File: config.mk
export PLATFORM = sky130hd
export DESIGN_NAME = sw_user_logic
export DESIGN_NICKNAME = d
export VERILOG_FILES = /design/src/rtl/sw_pkg.sv /design/src/rtl/sw_debounce.sv /design/src/rtl/sw_user_logic.sv
export SDC_FILE = /design/constraint.sdc
export NUM_CORES = 1
export LEC_CHECK = 0
export CORE_MARGIN = 2
export CORE_UTILIZATION = 55
export CTS_CLUSTER_DIAMETER = 120
export DETAILED_ROUTE_END_ITERATION = 16
export GPL_ROUTABILITY_DRIVEN = 0
export PLACE_DENSITY = 0.87
export SLEW_MARGIN = 20
export SYNTH_ARGS = -nofsm -noshare
export SYNTH_HDL_FRONTEND = slang
export SYNTH_SLANG_ARGS = --single-unit
File: constraint.sdc
create_clock -name S_AXI_ACLK -period 2.47 [get_ports S_AXI_ACLK]
set_input_delay 0.494 -clock S_AXI_ACLK [delete_from_list [all_inputs] [get_ports S_AXI_ACLK]]
set_output_delay 0.494 -clock S_AXI_ACLK [all_outputs]
set_load 0.05 [all_outputs]
File: src/rtl/sw_pkg.sv
// sw_pkg: shared constants and helpers for the switch read-side logic.
//   - Register word indices decoded from axi_araddr / axi_awaddr.
//   - Fixed ID/version word returned at ADDR_ID.
//   - bin2gray: binary to reflected Gray code conversion (32-bit, callers
//     truncate to their counter width; the low bits are width-independent).
package sw_pkg;

  localparam logic [2:0] ADDR_SW   = 3'd0;
  localparam logic [2:0] ADDR_CHG  = 3'd1;
  localparam logic [2:0] ADDR_GRAY = 3'd2;
  localparam logic [2:0] ADDR_ID   = 3'd3;
  localparam logic [2:0] ADDR_IRQ  = 3'd5;

  // "SW" in ASCII, version 01, 8 switches.
  localparam logic [31:0] ID_VALUE = 32'h5357_0108;

  function automatic logic [31:0] bin2gray(input logic [31:0] bin);
    return bin ^ (bin >> 1);
  endfunction

endpackage

File: src/rtl/sw_debounce.sv
// sw_debounce: two-flop synchroniser plus shared-counter debouncer for an
// 8-bit switch vector.
// Ports:
//   clk       - sole clock
//   rst       - synchronous, active-high reset
//   sw_raw    - asynchronous switch inputs
//   sw_db     - debounced (committed) switch value
//   commit    - one-cycle pulse, high on the edge sw_db takes a new value
//   new_bits  - bits that change on that commit (sw_db ^ synchronised value),
//               zero when commit is low
// Raw edge to sw_db latency is 2 + DEBOUNCE_CYCLES clock edges.
module sw_debounce #(
  parameter int DEBOUNCE_CYCLES = 1000000
) (
  input  logic       clk,
  input  logic       rst,
  input  logic [7:0] sw_raw,
  output logic [7:0] sw_db,
  output logic       commit,
  output logic [7:0] new_bits
);

  localparam int CW = $clog2(DEBOUNCE_CYCLES);

  logic [7:0]    sw_p1;   // first synchroniser flop
  logic [7:0]    sw_p2;   // second synchroniser flop, the only value debounced
  logic [7:0]    sw_p3;   // sw_p2 one cycle earlier
  logic [CW-1:0] cnt;

  logic pending;
  logic restart;
  logic done;

  // A fresh departure from sw_db (previous value equal to sw_db) counts as
  // the first stable cycle; only a change while already pending restarts.
  assign pending  = (sw_p2 != sw_db);
  assign restart  = (sw_p2 != sw_p3) && (sw_p3 != sw_db);
  assign done     = pending && !restart && (cnt == CW'(DEBOUNCE_CYCLES - 1));
  assign commit   = done;
  assign new_bits = done ? (sw_db ^ sw_p2) : 8'h00;

  always_ff @(posedge clk) begin
    if (rst) begin
      sw_p1 <= 8'h00;
      sw_p2 <= 8'h00;
      sw_p3 <= 8'h00;
      sw_db <= 8'h00;
      cnt   <= '0;
    end else begin
      // stage p1 -> p2 -> p3: synchronise, then remember previous value
      sw_p1 <= sw_raw;
      sw_p2 <= sw_p1;
      sw_p3 <= sw_p2;
      // stage p3 -> commit: stability count and sw_db update
      if (!pending || restart || done) begin
        cnt <= '0;
      end else begin
        cnt <= cnt + CW'(1);
      end
      if (done) begin
        sw_db <= sw_p2;
      end
    end
  end

endmodule

File: src/rtl/sw_user_logic.sv
// sw_user_logic: read-side switch block living inside the AXI-Lite slave.
// Samples 8 board switches, debounces them, keeps a clear-on-read change
// mask and a Gray-coded change-event counter, and serves them through the
// slave's read strobe with one cycle of latency.
// Ports:
//   S_AXI_ACLK     - sole clock
//   S_AXI_ARESETN  - synchronous reset, active HIGH (reset while 1)
//   slv_reg_rden   - one-cycle read strobe
//   axi_araddr     - register word index of the read
//   SW             - raw asynchronous switch inputs
//   reg_data_out   - registered read data, holds when no read
//   sw_changed     - high while the change mask is non-zero
// Optional build macro SW_IRQ_EN adds:
//   slv_reg_wren, axi_awaddr, S_AXI_WDATA - write path for irq_enable (addr 5)
//   irq            - registered irq_enable & sw_changed
// Register map: 0 sw_db, 1 change mask (clear on read), 2 Gray counter,
// 3 ID 0x53570108, 5 irq_enable (SW_IRQ_EN only), others read 0.
module sw_user_logic
  import sw_pkg::*;
#(
  parameter int DEBOUNCE_CYCLES = 1000000,
  parameter int CNT_W           = 16
) (
  input  logic        S_AXI_ACLK,
  input  logic        S_AXI_ARESETN,
  input  logic        slv_reg_rden,
  input  logic [2:0]  axi_araddr,
  input  logic [7:0]  SW,
`ifdef SW_IRQ_EN
  input  logic        slv_reg_wren,
  input  logic [2:0]  axi_awaddr,
  input  logic [31:0] S_AXI_WDATA,
  output logic        irq,
`endif
  output logic [31:0] reg_data_out,
  output logic        sw_changed
);

  logic             rst;
  logic [7:0]       sw_db;
  logic             commit;
  logic [7:0]       new_bits;
  logic [7:0]       change_mask;
  logic [CNT_W-1:0] bin_cnt;
  logic [CNT_W-1:0] gray_cnt;
  logic [CNT_W-1:0] next_bin;
  logic [31:0]      rd_data;
  logic             rd_chg;

  assign rst = S_AXI_ARESETN;

  sw_debounce #(
    .DEBOUNCE_CYCLES(DEBOUNCE_CYCLES)
  ) u_debounce (
    .clk      (S_AXI_ACLK),
    .rst      (rst),
    .sw_raw   (SW),
    .sw_db    (sw_db),
    .commit   (commit),
    .new_bits (new_bits)
  );

  assign next_bin   = bin_cnt + CNT_W'(1);
  assign rd_chg     = slv_reg_rden && (axi_araddr == ADDR_CHG);
  assign sw_changed = |change_mask;

`ifdef SW_IRQ_EN
  logic irq_enable;
  logic unused_wdata;

  assign unused_wdata = ^S_AXI_WDATA[31:1];

  always_ff @(posedge S_AXI_ACLK) begin
    if (rst) begin
      irq_enable <= 1'b0;
      irq        <= 1'b0;
    end else begin
      if (slv_reg_wren && (axi_awaddr == ADDR_IRQ)) begin
        irq_enable <= S_AXI_WDATA[0];
      end
      irq <= irq_enable & sw_changed;
    end
  end
`endif

  always_comb begin
    rd_data = 32'h0;
    case (axi_araddr)
      ADDR_SW:   rd_data = {24'h0, sw_db};
      ADDR_CHG:  rd_data = {24'h0, change_mask};
      ADDR_GRAY: rd_data = 32'(gray_cnt);
      ADDR_ID:   rd_data = ID_VALUE;
`ifdef SW_IRQ_EN
      ADDR_IRQ:  rd_data = {31'h0, irq_enable};
`endif
      default:   rd_data = 32'h0;
    endcase
  end

  always_ff @(posedge S_AXI_ACLK) begin
    if (rst) begin
      change_mask  <= 8'h00;
      bin_cnt      <= '0;
      gray_cnt     <= '0;
      reg_data_out <= 32'h0;
    end else begin
      // commit -> mask/counter: a clearing read keeps only bits committed on
      // the same edge, so no event is lost between read and clear
      if (rd_chg) begin
        change_mask <= new_bits;
      end else if (commit) begin
        change_mask <= change_mask | new_bits;
      end
      if (commit) begin
        bin_cnt  <= next_bin;
        gray_cnt <= CNT_W'(bin2gray(32'(next_bin)));
      end
      // read mux -> reg_data_out: returns pre-update state
      if (slv_reg_rden) begin
        reg_data_out <= rd_data;
      end
    end
  end

endmodule

* Word level (Yosys, flattened, before mapping)
Index checks and enable logic that the tools add are counted.
** Cells by class
- Multiplexer cells :: 4
- Bitwise gates (word level) :: 3
- Add/subtract/negate cells :: 2
- Reductions and logical operators :: 12
- Equality and inequality tests :: 7
** Operator list (number)
- one-hot mux 31 bit (4 select lines) :: 1
- 2-to-1 mux 8 bit :: 3
- inequality test 8 bit :: 3
- adder 20 x 1 -> 20 bit, second input constant :: 1
- equality test 20 bit, second input constant :: 1
- adder 16 x 1 -> 16 bit, second input constant :: 1
- bitwise XOR 16 x 15 -> 16 bit :: 1
- OR 8 bit :: 1
- OR reduction 8 bit :: 1
- bitwise XOR 8 bit :: 1
- equality test 3 x 2 -> 1 bit, second input constant :: 2
- logical AND 1 bit :: 4
- equality test 3 x 1 -> 1 bit, second input constant :: 1
- logical NOT 3 bit :: 1
- logical NOT 1 bit :: 2
- logical OR 1 bit :: 2
- nonzero test 2 bit :: 1
- OR reduction 2 bit :: 1
** Storage, ports and cells
- Register bits :: 124
- Output and inout bits :: 33

* Longest topological paths before layout
Gate-level depths: netlist of run 1.
- Depth in word-level cells :: 9
- Depth in mapped cells :: 8
- Mapped depth without buffers :: 7

* Cells and area by module
A second synthesis of run 1 with hierarchy kept.
** Second synthesis, totals
- Cells, all modules :: 564
- Area, all modules :: 5113.7 um2
** Modules (own cells, without submodules)
- sw_user_logic :: sequential area each 1121.1 um2, times used 1, cells an instance 346, area an instance 2967.8 um2
- sw_debounce :: sequential area each 1041.0 um2, times used 1, cells an instance 218, area an instance 2145.8 um2

* Worst setup path after synthesis of run 1
OpenSTA, ideal clock, no wires.
- Kind :: flip-flop to flip-flop
- Start :: reg bin_cnt[0]
- End :: reg gray_cnt[11]
- Clock period less this slack :: 1818 ps
- Cell stages (with the launch flop) :: 9
- Setup slack :: 652 ps
- Library setup time :: 128 ps
- Data required time :: 2342 ps
- Data arrival time :: 1691 ps
- Cell sequence :: dfxtp_1 ha_1 buf_2 nand4_1 nor4_1 xnor2_1 xor2_1 mux2i_1 nor2_1
** Between the ends
- Cells in the longest elaborated chain, start to end :: 2
** Ends and longest elaborated chain
- start, declared :: line sw_user_logic.sv:44 : logic [CNT_W-1:0] bin_cnt;
- start signal, assigned :: line sw_user_logic.sv:115 : bin_cnt <= next_bin;
- adder 16 x 1 -> 16 bit :: line sw_user_logic.sv:63 : assign next_bin = bin_cnt + CNT_W'(1);
- bitwise XOR 16 x 15 -> 16 bit :: line sw_pkg.sv:18 : return bin ^ (bin >> 1);
- end signal, assigned :: line sw_user_logic.sv:116 : gray_cnt <= CNT_W'(bin2gray(32'(next_bin)));
- end, declared :: line sw_user_logic.sv:45 : logic [CNT_W-1:0] gray_cnt;
Every way passes these cells.
A chain may end at the register's enable or synchronous reset.

* Worst setup path in the final report of run 1
- Start :: reg change_mask[7]
- End :: out sw_changed
** Between the ends
- Cells in the longest elaborated chain, start to end :: 1
** Ends and longest elaborated chain
- start, declared :: line sw_user_logic.sv:43 : logic [7:0] change_mask;
- start signal, assigned :: line sw_user_logic.sv:110 : change_mask <= new_bits;
- start signal, assigned :: line sw_user_logic.sv:112 : change_mask <= change_mask | new_bits;
- OR reduction 8 bit :: line sw_user_logic.sv:65 : assign sw_changed = |change_mask;
- end, declared :: line sw_user_logic.sv:36 : output logic sw_changed
Every way passes these cells.

==> results.cfg, run 1 <==
[detailed_routing]
wl_per_cell_um = 13.82
viasPerCell = 5.454
drc = 0
wl_um = 9533
drt-initial-drc-count = 154
dr.pass1.iters = 5
route.vias.total = 3763
antenna_left = 0

[cts]
postCtsResizedCells = 0
numCtsBuffers = 9
numClockSinks = 108
cts_root_buf = clkbuf_8
postCtsSetupBuffers = 0
clk_pin_slew_ns = 0.11
h-tree-depth = 3
cts_hold_buf = 0
clock_path_buffers = 2
cts_tree = done
clock_latency_ns = 0.37

[grt]
overflow = 0
antenna_found_initial = 0
grt_max_degree = 56
grt_use_total_pct = 20.66
grt_pass1_wl_um = 16700
grt_pass1_vias = 3642

[job]
drv_cap = 0

[timing]
min_period_over_period_pct = 93.07
final_hold_viol_count = 0
rsz0062_at_grt = no
setup-violations-final = 0
max_freq_mhz = 435.0
fin_tns_setup_ns = 0
tightestPinTransition_ns = 0.5157
slew_headroom_pct = 65.51
fin_crit_ns = 2.299
maxSlewViolCount = 0
clock-skew-final_ns = 0.01162
timing.hold.ws_ns = 0.4454

[final_layout]
num_antenna_cells = 0
finish.net_count = 593
final_cells = 690
layout-drive-gt1-share_pct = 7.216
area_growth_pct = 12.18

[critical_path]
cp-start-kind = register
worstPathRequired_ns = 1.98
r2r_slack_ns = 0.30
worstPathArrival_ns = 1.80
r2r-start = bin_cnt[0]
cp_max_fo = 3
crit_type = register to primary output
worst_setup_path_end_kind = primary output
r2r_cells = 7
regToRegEndpoint = gray_cnt[14]
startpoint = change_mask[7]

[floorplan]
num_io_pins = 47
die_x_um = 99.17
floorplan.initialDensity_pct = 56.84
die_area_um2 = 9834
coreArea_um2 = 8763
die_h_um = 99.17
std_cell_rows = 34

[yosys]
synth-async-reset-ratio_pct = 0
ys_ff_latch = 108
synthTopCellsByCount = dfxtp_1 (108), nor2_1 (79), xnor2_1 (45)
netlist_area_um2 = 4981
synth_area_leader_cell = dfxtp_1
synth_most_common_cell = dfxtp_1
synth_edf_count = 0
synth_top_area_share_pct = 43.41
synth_warnings = 0
synthCells = 552
syn_area_per_cell_um2 = 9.024
yosysUniqueCellTypes = 45
synth_ff_type = dfxtp_1
seq_area_frac_synth_pct = 43.41
netlist_top_cells_area = dfxtp_1 (43%), xnor2_1 (7.9%), mux2i_1 (6.2%), nor2_1 (6.0%), nor2b_1 (5.5%)

[worst_hold_path]
whs_endpoint = u_debounce.sw_p2[5]
min_path_cells = 1
hold_path_class = register to register
min_from = u_debounce.sw_p1[5]

[place]
dp_hpwl_um = 6877
port_buffers = 39
dp_cells = 674

[run_status]
status = complete, no violations

[pwr]
ir_drop_uv = 450.5
p_per_area_nw_per_um2 = 549.5
power_leakage_uw = 0.002160
total_power_uw = 3071
placed cells by master, fill, tap and decap left out, types with 3 or more instances in the layout:
master	count
dfxtp_1	108
nor2_1	79
xnor2_1	45
nor2b_1	44
clkdlybuf4s50_1	38
a21oi_1	33
mux2i_1	31
xor2_1	30
nand2_1	24
nand4_1	16
buf_4	13
o21ai_0	12
nand3_1	10
clkbuf_8	9
nor4_1	7
and4_1	7
inv_1	7
or3_1	7
conb_1	7
nor3_1	6
nand2b_1	5
and3_1	4
nand3_2	3
stage by stage:
| stage | area, um2 | util, % | worst slack (ns) |
|---|---|---|---|
| 2_1_floorplan | 5004 | - | 0.6517 |
| 3_3_place_gp | 5389 | 61.49 | 0.4138 |
| 3_5_place_dp | 5389 | 61.49 | 0.3233 |
| 4_1_cts | 5588 | 63.76 | 0.1535 |
| 5_1_grt | 5588 | 63.76 | 0.003567 |
| 6_report | 5588 | 63.76 | 0.1712 |
critical path: stages, from the launching register on:
cell and delay, ns:
dfxtp_1 0.34, nor4_1 0.29, nand2_1 0.09, clkdlybuf4s50_1 0.71
where the power goes:
| part | internal [uW] | total [uW] | switching (uW) | leakage, uW |
|---|---|---|---|---|
| clock | 476 | 1080 | 606 | 0.0000975 |
| sequential | 1760 | 1780 | 17.2 | 0.000874 |
| combinational | 77.6 | 212 | 134 | 0.00119 |
cell families (layout without fill, tap and decap cells):
family / after synthesis / in the layout / share of synthesized area (%)
multiplexers: 32 / 32 / 6.456
AO/OA/AOI/OAI: 58 / 58 / 6.682
other: 1 / 7 / 0.07529
buffers and inverters: 52 / 76 / 5.602
AND/OR/NAND/NOR: 223 / 223 / 23.76
adder cells (fa/ha/maj): 2 / 2 / 0.5023
flip-flops: 108 / 108 / 43.41
XOR/XNOR: 76 / 76 / 13.51
flip-flops by register name (all words and copies together) (netlist names):
name              flops
bin_cnt              16
change_mask           8
u_debounce.sw_p1      8
u_debounce.sw_p3      8
gray_cnt             15
u_debounce.sw_p2      8
u_debounce.sw_db      8
u_debounce.cnt       20
reg_data_out         17
routing by layer:
metal / track usage [%] / part of all wire [%] / wire (um) / vias up
met5: 0 / 0 / 0 / -
met4: 7.482 / 1.6 / 152 / 0
met3: 3.022 / 5.0 / 481 / 17
met2: 35.19 / 48 / 4561 / 109
met1: 26.78 / 46 / 4338 / 1761
li1: - / - / - / 1876
area by class of cell:
| class | instances | area [um2] |
|---|---|---|
| Fill cell | 718 | 3176 |
| Multi-Input combinational cell | 398 | 2562 |
| Sequential cell | 108 | 2162 |
| Timing Repair Buffer | 53 | 503.0 |
| Tap cell | 108 | 135.1 |
| Clock buffer | 9 | 123.9 |
| Clock inverter | 7 | 75.07 |
| Inverter | 7 | 26.28 |
how the worst max path moves through the flow:
| stage | end | slack [ns] |
|---|---|---|
| 6_report | sw_changed | 0.17 |
| 5_1_grt | gray_cnt[14] | 0.004 |
| 4_1_cts | sw_changed | 0.15 |
| 3_5_place_dp | gray_cnt[14] | 0.32 |
| 3_3_place_gp | gray_cnt[6] | 0.41 |
| 2_1_floorplan | gray_cnt[11] | 0.65 |
Power figures use the tool's default switching activity.
==> inputs of run 2 (changes only) <==
--- a/config.mk
+++ b/config.mk
@@ -6,4 +6,5 @@
 export NUM_CORES = 1
 export LEC_CHECK = 0
+export CAP_MARGIN = 20
 export CORE_MARGIN = 2
 export CORE_UTILIZATION = 55
==> constraint.sdc (replaced) <==
create_clock -name S_AXI_ACLK -period 2.47 [get_ports S_AXI_ACLK]
set_input_delay 0.494 -clock S_AXI_ACLK [delete_from_list [all_inputs] [get_ports S_AXI_ACLK]]
set_output_delay 0.494 -clock S_AXI_ACLK [all_outputs]
set_load 0.02 [all_outputs]
==> results of run 2 <==
Same layout as run 1 (identical final DEF). Status: complete, no violations.
Among the figures that moved: clock-pin slew on the worst setup and hold paths 0.11 ns -> 0.10 ns; setup slack after layout 0.1712 ns -> 0.2967 ns; start point of the critical path change_mask[7] -> bin_cnt[0]; end point of the critical path sw_changed -> gray_cnt[14]; total power 3071 uW -> 3047 uW
